===== src/rtl/ascon_state_reg_v2.sv =====
// Ascon state register: init load, permutation capture, key XOR and
// rate-block absorb with a registered output block and ready/valid handshake.
module ascon_state_reg_v2 #(
  parameter int unsigned NUM_WORDS  = 5,
  parameter int unsigned WORD_W     = 64,
  parameter int unsigned RATE_WORDS = 2,
  parameter int unsigned KEY_WORDS  = 2
) (
  input  logic                               clk,
  input  logic                               rst_n,
  input  logic                               load_init,
  input  logic [NUM_WORDS*WORD_W-1:0]        init_value,
  input  logic [NUM_WORDS*WORD_W-1:0]        perm_out,
  input  logic                               perm_valid,
  input  logic                               perm_busy,
  input  logic                               key_xor_en,
  input  logic                               key_xor_sel,
  input  logic [KEY_WORDS*WORD_W-1:0]        key,
  input  logic                               absorb_valid,
  output logic                               absorb_ready,
  input  logic [RATE_WORDS*WORD_W-1:0]       absorb_data,
  input  logic [RATE_WORDS*WORD_W/8-1:0]     absorb_bmask,
  input  logic                               absorb_replace,
  output logic [RATE_WORDS*WORD_W-1:0]       dout,
  output logic                               dout_valid,
  input  logic                               dout_ready,
  output logic [15:0]                        block_cnt,
  output logic [NUM_WORDS*WORD_W-1:0]        state
);

  localparam int unsigned SW = NUM_WORDS * WORD_W;
  localparam int unsigned RW = RATE_WORDS * WORD_W;
  localparam int unsigned NB = RW / 8;
  // Shift that moves the key from the last words up to word RATE_WORDS.
  localparam int unsigned KEY_SH1 = (NUM_WORDS - RATE_WORDS - KEY_WORDS) * WORD_W;

  logic [RW-1:0] mask;
  logic [RW-1:0] rate_old;
  logic [RW-1:0] rate_new;
  logic [RW-1:0] dout_new;
  logic [SW-1:0] key_vec;
  logic          transfer;

  always_comb begin
    mask = '0;
    for (int unsigned b = 0; b < NB; b++) begin
      mask[8*b +: 8] = {8{absorb_bmask[b]}};
    end
  end

  assign rate_old = state[SW-1 -: RW];
  assign rate_new = absorb_replace ? ((absorb_data & mask) | (rate_old & ~mask))
                                   : (rate_old ^ (absorb_data & mask));
  assign dout_new = (rate_old ^ absorb_data) & mask;
  assign key_vec  = SW'(key) << (key_xor_sel ? KEY_SH1 : 0);

  assign absorb_ready = !perm_busy && !load_init && !perm_valid && !key_xor_en &&
                        (!dout_valid || dout_ready);
  assign transfer     = absorb_valid && absorb_ready;

  always_ff @(posedge clk or negedge rst_n) begin
    if (!rst_n) begin
      state      <= '0;
      dout       <= '0;
      dout_valid <= 1'b0;
      block_cnt  <= '0;
    end else begin
      if (load_init) begin
        state     <= init_value;
        block_cnt <= '0;
      end else if (perm_valid) begin
        state <= perm_out;
      end else if (key_xor_en) begin
        state <= state ^ key_vec;
      end else if (transfer) begin
        state[SW-1 -: RW] <= rate_new;
        block_cnt         <= block_cnt + 16'd1;
      end

      // A new transfer reloads the output even while the old block is consumed.
      if (transfer) begin
        dout       <= dout_new;
        dout_valid <= 1'b1;
      end else if (dout_valid && dout_ready) begin
        dout_valid <= 1'b0;
      end
    end
  end

endmodule

===== config.mk =====
export PLATFORM = sky130hd
export DESIGN_NAME = ascon_state_reg_v2
export DESIGN_NICKNAME = d
export VERILOG_FILES = /design/src/rtl/ascon_state_reg_v2.sv
export SDC_FILE = /design/constraint.sdc
export NUM_CORES = 2
export LEC_CHECK = 0
export CORE_AREA = 4 4 542 544
export DETAILED_ROUTE_END_ITERATION = 16
export DIE_AREA = 0 0 546 548
export PLACE_DENSITY = 0.3
export SKIP_CTS_REPAIR_TIMING = 1
export SLEW_MARGIN = 20
export SYNTH_ARGS = -nofsm -noshare
export SYNTH_HDL_FRONTEND = slang
export SYNTH_SLANG_ARGS = --single-unit

===== constraint.sdc =====
create_clock -name clk -period 2.3 [get_ports clk]
set_input_delay 0.345 -clock clk [delete_from_list [all_inputs] [get_ports clk]]
set_output_delay 0.345 -clock clk [all_outputs]
set_load 0.005 [all_outputs]

======== Word level (Yosys, flattened, before mapping) ========
Index checks and enable logic that the tools add are counted.
operators by class
  reduce and logical (&&, ||, !) cells .... 17
  eq/ne operators ......................... 2
  shift operators ......................... 1
  $add $sub $neg .......................... 1
  mux-type cells .......................... 13
  bitwise gates (word level) .............. 8
operators with widths
  cell                   count
  $mux 320               2
  $and 128x128->128      3
  $mux 128               3
  $shl 128x7->320        1
  $xor 320x320->320      1
  $xor 128x128->128      2
  $mux 192               1
  $not 128->128          1
  $or 128x128->128       1
  $mux 16                4
  $add 16x1->16 const B  1
  $mux 7                 1
  $logic_and 1x1->1      6
  $logic_not 1->1        5
  $ne 2x2->1 const B     2
  $reduce_bool 2->1      2
  $reduce_bool 4->1      1
  $reduce_and 3->1       1
  $reduce_bool 3->1      1
  $mux 1                 2
  $logic_or 1x1->1       1
word-level totals
  bits in registers ....................... 465
  input bits .............................. 922
  logic and storage cells ................. 47
  output and inout bits ................... 466

======== Depth between registers and ports, before layout ========
  word-level depth ........................ 10
  mapped depth ............................ 10
  gate-level depth less buffers ........... 5

======== Worst setup path after synthesis ========
No wires, ideal clock.
  path kind ............................... in2reg
  start point ............................. input load_init
  end point ............................... register state[295]
  setup slack ............................. 0.295 ns
  stages on the path ...................... 9
  library setup time ...................... 0.133 ns
  required time ........................... 2.167 ns
  buffers on the path ..................... 4
  arrival time ............................ 1.871 ns
  cells stage by stage .................... buf_4 nor3_2 and3_1 buf_2 nor3_2 buf_2 buf_2 a2111oi_0 nor2_1
between the ends
  longest elaborated chain between the ends .. 7
  elaborated cells between the ends (all ways) .. 8
  those cells by class .................... mux: 1; reduce/logical: 7
ends and longest elaborated chain
  element                          line  RTL
  start: declaration               11    input logic load_init,
  $logic_not 1->1                  57    assign absorb_ready = !perm_busy && !load_init && !perm_valid && !key_xor_en &&
  $logic_and 1x1->1 (4 in series)  57
  $logic_and 1x1->1                59    assign transfer = absorb_valid && absorb_ready;
  $reduce_bool 4->1 (no line)      --
  end signal: assignment           69    state <= init_value;
  end signal: assignment           72    state <= perm_out;
  end signal: assignment           74    state <= state ^ key_vec;
  end: declaration                 28    output logic [NUM_WORDS*WORD_W-1:0] state
Several ways; a longest one is shown, not always the timed one.
A chain may end at the register's enable or synchronous reset.

======== Worst setup path in the final report ========
  start point ............................. input key_xor_en
  end point ............................... register state[70]
between the ends
  longest elaborated chain between the ends .. 1
ends and longest elaborated chain
  element                      line  RTL
  start: declaration           16    input logic key_xor_en,
  $reduce_bool 3->1 (no line)  --
No other way between the ends.

==> impl_results.md <==
* RSZ-0062 raised after global routing: no
* Post-synthesis sequential area ratio at 39.3%
* Comb power frac at 31.7%
* Core Rows at 198
* Vias in the first global route at 36600
* Largest stage delay, worst path at 0.64 ns
* Die W at 546 microns
* Cells along the critical path: clkdlybuf4s50_1 > nor2b_4 > buf_12 > buf_4 > a21oi_1 > o21ai_0 > buf_4 > a21o_1 > a22o_1
* Via density at 3.89
* Die area at 299000 sq um
* Mapped Area at 29600 sq um
* Switching Power at 11.3 mW
* Ys Warns at 0
* DR vias at 35800
* Setup TNS at 0 ns
* CTS Root Cell: clkbuf_16
* # DRC at 0
* Top cell type by total area after synthesis: dfrtp_1
* Largest net degree at the start of global routing at 85
* Clock Pin Slew Worst Setup and Hold Paths at 0.06 ns
* Layout area overhead at 80.8%
* TritonCTS clock tree: done
* Synth area leaders: dfrtp_1 39%, o21ai_0 11%, nand2_1 9.7%, a21oi_1 7.1%, a22o_1 5.7%
* Routed Antenna Nets at 0
* Sequential share of power at 31.7%
* Clk Latency, worst-skew pair at 0.69 ns
* Status: complete, no violations
* Final min period at 2.21 ns
* Area of the multi-input gates at 16800 sq um
* Clock Skew at 0.0449 ns
* Post-Syn Nets at 4683
* GP Congestion at 0.870
* Post-Syn Area per Cell at 7.87 sq um
* Final hold vios at 0
* Ratio of cells with drive above 1 in the final layout at 10.6%
* Die Y at 548 microns
* Final setup fails at 0
* Most used cell, CP: buf_4
* Crit Path Class: in2reg
* First-pass GRT wire length at 330 mm
* WL final at 246 mm
* Fin crit share at 96.1%
* Slew headroom at 46.1%
* Static leakage at 22.3 nW
* IO Pins at 1388
* #FFs+latches synth at 465
* Starting Density at 10.2%
* Top-area cell type share of the netlist area at 39.3%
* DR pass1 iterations at 5
* Drt wl/cell at 26.7 microns
* Critical path's slowest cell: clkdlybuf4s50_1
* DRT iter0 DRCs at 2085
* Total CTS buffers at 76
* Clk sinks at 465
* Worst-margin pin slew at 0.800 ns
* Pint at 22.0 mW
* Nets at 6239
* FMAX at 452 MHz
* Critical path arrival at 2.83 ns
* Pwr Total at 33.3 mW
* Cell Pwr Density at 622 nW/um^2
* WP data required at 2.92 ns
* Count of max-cap constraint violations at 0
* Clk buf depth at 3
* Worst Setup End Kind: flip-flop
* GRT overflow at 0
* Total Routing Usage GR at 15.8%
* Post-synth cell types at 34
* Clk pwr share at 36.6%
* Setup crit start kind: primary input
* Post-Synthesis Cells at 3760
* CP max FO at 18
* PortBufs at 1387
* CTS HTree Levels at 3
* CORE AREA at 290000 sq um
* Switching Share at 33.9%
* Maximum vdd drop at 0.000718 V
* Slew Viols, Final at 0
* Antenna violations before repair at 103
* Seq. cell area at 11600 sq um
* CP bufs+invs at 4
* Top Family by Delay on Critical Path: buffers and inverters
* Fillers at 32400
* Post-DP HPWL at 203 mm
* Hold Path Class: in2async
==> metal layers <==
layer | track usage (%) | share of wire [%] | up-vias
met5 | 0 | 0.23 | -
met4 | 3.58 | 2.2 | 94
met3 | 4.90 | 7.3 | 287
met2 | 28.7 | 51 | 1355
met1 | 17.9 | 39 | 17300
li1 | - | - | 16800
==> through the flow <==
step / cells / utilization [%] / instance area (sq um) / setup slack [ns] / hold slack (ns)
after floorplan: 3760 / - / 29600 / 0.295 / 0.0494
after global placement: 9037 / 17.6 / 50800 / -0.775 / 0.364
after detailed placement: 9037 / 17.6 / 50800 / -0.759 / 0.361
after CTS: 9166 / 18.4 / 53300 / -0.380 / -0.455
after global routing: 9187 / 18.5 / 53500 / 0.00526 / 0.203
final: 9205 / 18.5 / 53500 / 0.0895 / 0.236
==> path summary, 6_finish.rpt <==
| check | to | depth (start not counted) | from | slack [ns] |
|---|---|---|---|---|
| max | state[70]$_DFFE_PN0P_ | 9 | key_xor_en | 0.09 |
| min | dout[81]$_DFFE_PN0P_ | 2 | rst_n | 0.24 |
| max reg2reg | state[247]$_DFFE_PN0P_ | 7 | dout_valid$_DFFE_PN0P_ | 0.41 |
| min reg2reg | dout[112]$_DFFE_PN0P_ | 2 | dout[112]$_DFFE_PN0P_ | 0.46 |
| max in group asynchronous | dout[22]$_DFFE_PN0P_ | 3 | rst_n | 1.17 |
| min in group clk | state[277]$_DFFE_PN0P_ | 3 | init_value[277] | 0.29 |
==> flip-flops by register name, indices dropped and copies added, names as in the netlist <==
name and cells:
block_cnt 16, dout 128, dout_valid 1, state 320
==> worst reg2reg max path, stage by stage (launching register included) <==
cell and delay (ns):
dfrtp_1 0.40, nand2b_1 0.11, and3_4 0.24, nor3_4 0.05, buf_12 0.16, buf_12 0.27, a2111oi_0 0.41, nor2_1 0.09
==> cells by family (layout without fill, tap and decap cells) <==
group / count (synthesis) / count (layout) / synth area share, %
compound gates: 1702 / 1702 / 34.6
xor+xnor: 140 / 140 / 4.14
fa+ha+maj: 1 / 1 / 0.0423
buf+inv: 322 / 1929 / 4.16
flops: 465 / 465 / 39.3
mux: 80 / 80 / 2.77
other cells: 0 / 38 / 0
simple gates: 1050 / 1050 / 14.9
==> power groups by stage <==
stage | registers (mW) | clock network, mW | logic [mW]
CTS | 10.6 | 12.8 | 11.0
global placement | 10.7 | 0 | 10.9
finish | 10.5 | 12.2 | 10.6
floorplan | 10.4 | 0 | 3.06
global route | 10.7 | 13.0 | 11.4
detailed placement | 10.7 | 0 | 10.9
==> cell usage after synthesis, drive strengths merged <==
master and n:
nand2b 81, and2 3, clkbuf 287, nor2b 3, a211oi 1, nand4 9
o22ai 126, o21ai 629, ha 1, o31ai 112, nor2 43, nand3 133
mux2 15, a22o 192, nor3 3, a2111oi 15, a21o 192, dfrtp 465
a22oi 15, or2 1, buf 34, xor2 140, mux2i 65, nand2 763
a21oi 420, nor4 1, and3 7, or3 3, inv 1
==> cell usage in the layout (no fill, tap or decap), drive strengths merged, types with 126 or more instances in the layout <==
cell type	synthesis	routed
a21oi	420	420
a22o	192	192
buf	34	431
o21ai	629	629
o22ai	126	126
dfrtp	465	465
clkdlybuf4s50	0	1340
a21o	192	192
nand2	763	763
xor2	140	140
nand3	133	133
==> cell type report <==
class	count	share of cell area, %
clock inverter	18	0.564
antenna	38	0.178
clock buffer	111	4.10
timing repair buffer	1799	33.1
tap	3800	8.89
sequential	465	21.8
inverter	1	0.0117
multi-input combinational	2973	31.4
Note: power is estimated with default switching activity, not from simulation.
